===== src/rtl/ghost_map_scheduler.sv =====
// rtl/ghost_map_scheduler.sv - time-shares one synchronous map ROM among four ghosts
// A fixed 16-slot scan per frame yields one registered passable mask per ghost.
module ghost_map_scheduler #(
   parameter int MAP_W      = 32,
   parameter int MAP_H      = 36,
   parameter int TILE_SHIFT = 3,
   parameter int ADDR_W     = 11
) (
   input  logic              vga_pix_clk,
   input  logic              rst,
   input  logic              frame_stb,
   input  logic [8:0]        x_red,
   input  logic [8:0]        y_red,
   input  logic [8:0]        x_blue,
   input  logic [8:0]        y_blue,
   input  logic [8:0]        x_yellow,
   input  logic [8:0]        y_yellow,
   input  logic [8:0]        x_pink,
   input  logic [8:0]        y_pink,
   output logic              map_rd,
   output logic [ADDR_W-1:0] map_addr,
   input  logic [3:0]        map_data,
   output logic [3:0]        mask_red,
   output logic [3:0]        mask_blue,
   output logic [3:0]        mask_yellow,
   output logic [3:0]        mask_pink,
   output logic              masks_valid,
   output logic              busy,
   output logic              overrun
);

   typedef enum logic [1:0] {IDLE, SCAN, FLUSH} state_t;

   localparam logic [9:0]  W10 = 10'(MAP_W);
   localparam logic [9:0]  H10 = 10'(MAP_H);
   localparam logic [19:0] W20 = 20'(MAP_W);

   state_t      state;
   logic [3:0]  cur_slot;
   logic [3:0]  nslot;
   logic [8:0]  live_x [4];
   logic [8:0]  live_y [4];
   logic [8:0]  snap_x [4];
   logic [8:0]  snap_y [4];
   logic [8:0]  sel_x, sel_y;
   logic [9:0]  x10, y10, tx, ty, ttx, tty;
   logic        blk, lk_blocked;
   logic [19:0] addr_full;
   logic [ADDR_W-1:0] lk_addr;
   logic        p1_valid, p1_rd;
   logic [3:0]  p1_slot;
   logic [15:0] shadow, shadow_next;

   assign live_x[0] = x_red;    assign live_y[0] = y_red;
   assign live_x[1] = x_blue;   assign live_y[1] = y_blue;
   assign live_x[2] = x_yellow; assign live_y[2] = y_yellow;
   assign live_x[3] = x_pink;   assign live_y[3] = y_pink;

   // Look up the slot to be driven after the coming edge; slot 0 uses live inputs
   // because the snapshot is being taken on that same edge.
   always_comb begin
      nslot = (state == IDLE) ? 4'd0 : cur_slot + 4'd1;
      if (state == IDLE) begin
         sel_x = live_x[0];
         sel_y = live_y[0];
      end else begin
         sel_x = snap_x[nslot[3:2]];
         sel_y = snap_y[nslot[3:2]];
      end
      x10 = {1'b0, sel_x};
      y10 = {1'b0, sel_y};
      tx  = x10 >> TILE_SHIFT;
      ty  = y10 >> TILE_SHIFT;
      ttx = tx;
      tty = ty;
      blk = 1'b0;
      case (nslot[1:0])
         2'd0: begin
            blk = (y10 == 10'd0);
            tty = (y10 - 10'd1) >> TILE_SHIFT;
         end
         2'd1: ttx = tx + 10'd1;
         2'd2: begin
            blk = (x10 == 10'd0);
            ttx = (x10 - 10'd1) >> TILE_SHIFT;
         end
         default: tty = ty + 10'd1;
      endcase
      lk_blocked = blk || (tx >= W10) || (ty >= H10) || (ttx >= W10) || (tty >= H10);
      addr_full  = {10'd0, ttx} + {10'd0, tty} * W20;
      lk_addr    = addr_full[ADDR_W-1:0];
   end

   // The ROM word for a slot arrives two edges after the slot was registered.
   always_comb begin
      shadow_next = shadow;
      if (p1_valid)
         shadow_next[p1_slot] = p1_rd & map_data[3];
   end

   always_ff @(posedge vga_pix_clk) begin
      if (rst) begin
         state       <= IDLE;
         cur_slot    <= 4'd0;
         map_rd      <= 1'b0;
         map_addr    <= '0;
         p1_valid    <= 1'b0;
         p1_rd       <= 1'b0;
         p1_slot     <= 4'd0;
         shadow      <= 16'd0;
         mask_red    <= 4'd0;
         mask_blue   <= 4'd0;
         mask_yellow <= 4'd0;
         mask_pink   <= 4'd0;
         masks_valid <= 1'b0;
         busy        <= 1'b0;
         overrun     <= 1'b0;
         for (int i = 0; i < 4; i++) begin
            snap_x[i] <= 9'd0;
            snap_y[i] <= 9'd0;
         end
      end else begin
         masks_valid <= 1'b0;
         overrun     <= frame_stb && busy;
         p1_valid    <= (state == SCAN);
         p1_slot     <= cur_slot;
         p1_rd       <= map_rd;
         shadow      <= shadow_next;
         case (state)
            IDLE: begin
               if (frame_stb && !busy) begin
                  for (int i = 0; i < 4; i++) begin
                     snap_x[i] <= live_x[i];
                     snap_y[i] <= live_y[i];
                  end
                  cur_slot <= 4'd0;
                  map_rd   <= !lk_blocked;
                  map_addr <= lk_blocked ? '0 : lk_addr;
                  busy     <= 1'b1;
                  state    <= SCAN;
               end else if (masks_valid) begin
                  busy <= 1'b0;
               end
            end
            SCAN: begin
               if (cur_slot == 4'd15) begin
                  map_rd   <= 1'b0;
                  map_addr <= '0;
                  state    <= FLUSH;
               end else begin
                  cur_slot <= nslot;
                  map_rd   <= !lk_blocked;
                  map_addr <= lk_blocked ? '0 : lk_addr;
               end
            end
            FLUSH: begin
               mask_red    <= shadow_next[3:0];
               mask_blue   <= shadow_next[7:4];
               mask_yellow <= shadow_next[11:8];
               mask_pink   <= shadow_next[15:12];
               masks_valid <= 1'b1;
               state       <= IDLE;
            end
            default: state <= IDLE;
         endcase
      end
   end

endmodule


===== config.mk =====
export PLATFORM = sky130hd
export DESIGN_NAME = ghost_map_scheduler
export DESIGN_NICKNAME = d
export VERILOG_FILES = /design/src/rtl/ghost_map_scheduler.sv
export SDC_FILE = /design/constraint.sdc
export NUM_CORES = 1
export LEC_CHECK = 0
export ABC_AREA = 1
export BUFFER_PORTS_ARGS = -buffer_cell sky130_fd_sc_hd__buf_2
export CORE_ASPECT_RATIO = 0.6
export CORE_MARGIN = 4
export CORE_UTILIZATION = 31
export CTS_CLUSTER_DIAMETER = 30
export CTS_CLUSTER_SIZE = 16
export DETAILED_ROUTE_END_ITERATION = 16
export RECOVER_POWER = 100
export SLEW_MARGIN = 15
export SYNTH_ARGS = -nofsm -noshare
export SYNTH_HDL_FRONTEND = slang
export SYNTH_SLANG_ARGS = --single-unit

===== constraint.sdc =====
create_clock -name vga_pix_clk -period 7.92 [get_ports vga_pix_clk]
set_input_delay 1.584 -clock vga_pix_clk [delete_from_list [all_inputs] [get_ports vga_pix_clk]]
set_output_delay 1.584 -clock vga_pix_clk [all_outputs]
set_load 0.01 [all_outputs]

==> flow_summary_export.csv <==
group,metric,value,unit
global_routing,first_global_vias,5702,
synth,ys_seq_area_share,47.9,%
floorplanning,core_area,22100,um2
layout,finalNetCount,1064,
placement,dp_hpwl,12.9,mm
layout,final_layout_size_suffix_gt1_share,16.2,%
timing,worst_pin_slew,1890,ps
global_routing,grt-ovfl-total,0,
clock_network,clk_pin_slew,60,ps
synth,synthFlopType,"edfxtp_1",
floorplanning,ios,110,
synth,synthCells,879,
timing,slew_violations,73,
min_path,holdCritPathClass,"reg2reg",
placement,dpl-instance-area,7710,um2
worst_setup_path,worstPathRequired,8260,ps
placement,port-buffer-count,106,
floorplanning,start_util,31.6,%
worst_setup_path,worstRegToRegCells,20,
timing,setup_violations,0,
routing,wl_per_cell,14.3,um
worst_setup_path,r2r_setup_slack,2720,ps
layout,syn2layout_area_growth,17.4,%
clock_network,cts_sinks,131,
worst_setup_path,worstPathMaxFanout,34,
synth,synth_cell_types,42,
timing,final.setup_skew,12.8,ps
routing,dr_total_vias,5941,
layout,diodes,0,
synth,yosysWarningCount,0,
routing,dr.pass1.iters,6,
synth,synthesis.area,6970,um2
floorplanning,die_h,124,um
layout,utilization,37.1,%
global_routing,grt_max_degree,73,
timing,period_needed,5200,ps
global_routing,grt_pass1_wl,29.1,mm
timing,period_share,65.7,%
clock_network,cts.path.max_buffers,2,
power,power_per_cell_area,227,nW/um2
routing,wl,18.2,mm
timing,hold_viol,0,
global_routing,grt.total_usage,14.9,%
worst_setup_path,regToRegEndpoint,"map_addr[9]",
layout,final_area,8190,um2
status,violations,"capacitance limit, slew limit",
worst_setup_path,startpoint,"cur_slot[0]",
clock_network,numCtsBuffers,17,
timing,setup_tns,0,ps
power,power_leakage,3.96,nW
routing,vias_per_cell,4.67,
status,status,"finished, violations left",
worst_setup_path,worstPathArrival,5540,ps
routing,drc,0,
routing,drt_iter0_markers,422,
layout,fillers,2379,
power,ir_worst_vdd,137,uV
clock_network,cts_resized,0,
floorplanning,die-area,25000,um2
floorplanning,die_w,202,um
worst_setup_path,crit_end,"map_addr[9]",
timing,rsz0062_at_grt,"no",
worst_setup_path,crit_type,"reg2reg",
clock_network,clockRootBuffer,"clkbuf_16",
clock_network,post-cts-setup-buffer-count,0,
placement,gp_congestion,0.863,
synth,synth-seq-cells,131,
worst_setup_path,worst_setup_path_start_kind,"register",
clock_network,clk_latency,430,ps
synth,syn_avg_cell_area,7.93,um2
synth,synth-edff-count,72,
job,drv_cap,1,
timing,fmax,192,MHz
synth,async_flop_share,0,%
routing,drt.antenna.violating_nets,0,
floorplanning,rows,42,
worst_setup_path,timing.rr.start,"cur_slot[0]",
clock_network,cts_hold_buf,0,
global_routing,antenna_found_initial,0,
timing,max-slew-margin-rel,-26.3,%
synth,mappedNetlistNets,970,
clock_network,htreeDepth,4,
worst_setup_path,worst_setup_path_end_kind,"register",
clock_network,tritoncts,"done",
-- metrics by stage --
stage               setup WS, ps  instances  hold slack [ps]  total power (W)
floorplan                   3800        879              457          0.00102
global placement            3520       1240              427          0.00110
detailed placement          3470       1240              422          0.00111
CTS                         3420       1272              434          0.00188
global route                2280       1272              465          0.00195
finish                      2720       1272              436          0.00186
-- how the worst min path moves through the flow --
stage,startpoint,end,slack (ps),depth (start not counted)
finish,map_rd,p1_rd,440,2
floorplan,cur_slot[1],p1_slot[1],460,2
CTS,map_rd,p1_rd,430,2
global placement,map_rd,p1_rd,430,2
global route,map_rd,p1_rd,470,2
detailed placement,map_rd,p1_rd,420,2
-- where the power goes --
part           switching [W]  internal [W]
Clock               0.000331      0.000440
Sequential         0.0000166      0.000771
Combinational       0.000204     0.0000967
-- placed cells by master (no fill, tap or decap), types with 5 or more instances in the layout --
master,n
or2_2,8
nand2_1,193
clkbuf_16,17
nor3_1,7
nor2_1,125
o21ai_0,43
buf_2,74
nand3_2,9
inv_4,5
edfxtp_1,72
nand3_1,78
dfxtp_1,59
nand4_1,12
inv_1,131
nor2_2,9
ha_1,11
nand2_2,9
clkbuf_1,32
a21oi_1,30
mux2i_1,14
-- cell usage after synthesis, drive strengths merged (2+ instances only) --
cell | n | area [um2]
nand4 | 12 | 75.1
nand3b | 4 | 30.0
edfxtp | 72 | 2160
nor3 | 7 | 35.0
dfxtp | 59 | 1180
mux2i | 14 | 140
or2 | 8 | 50.1
inv | 135 | 507
a32o | 2 | 20.0
clkbuf | 20 | 75.1
nor2 | 137 | 559
o21ai | 45 | 267
buf | 14 | 105
a21boi | 2 | 15.0
nand3 | 88 | 515
xor2 | 2 | 17.5
ha | 11 | 138
a21oi | 34 | 200
nand2 | 204 | 803
-- layer usage --
| layer | GRT usage (%) | wire length, um |
|---|---|---|
| met1 | 21.2 | 9370 |
| met3 | 4.35 | 1110 |
| met2 | 21.6 | 7470 |
| met5 | 0 | 0 |
| met4 | 5.12 | 257 |
-- logic make-up (layout without fill, tap and decap cells) --
kind of cell / after synthesis / count (layout) / synth area share, %
adder cells (fa/ha/maj): 12 / 12 / 2.26
buffers and inverters: 169 / 276 / 9.85
flip-flops: 131 / 131 / 47.9
AO/OA/AOI/OAI: 89 / 89 / 7.82
XOR/XNOR: 3 / 3 / 0.377
multiplexers: 14 / 14 / 2.01
AND/OR/NAND/NOR: 461 / 461 / 29.7
-- state kept, by name (all words and copies together), names as in the netlist --
register and count:
state 2, p1_slot 4, snap_y 36, overrun 1, cur_slot 4, p1_valid 1, mask_red 4, map_addr 11
mask_blue 4, masks_valid 1, mask_pink 4, p1_rd 1, busy 1, shadow 16, map_rd 1, snap_x 36
mask_yellow 4
-- cell type report --
type	count	area, um2	share of cell area [%]
clock buffers	17	425	5.20
multi-input cells	579	2900	35.4
clock inverters	15	141	1.73
flip-flops and latches	131	3340	40.8
repair buffers	109	510	6.24
inverters	135	507	6.19
well taps	286	358	4.37
-- critical path, cell delays in order (launching register included) --
cell and delay [ps]:
dfxtp_1 370, ha_1 250, nand2_1 1040, nand3_4 620, nand2_1 200, nand2_1 90
nand2_1 80, nand3_1 270, inv_1 250, ha_1 230, inv_1 50, nor2_1 140
nand3_1 90, nand2_1 140, nand2_1 130, fa_1 480, nand3b_1 200, nor2_1 140
xor2_1 160, inv_1 50, o21ai_0 120
No activity file was read; power rests on OpenSTA's default activity.
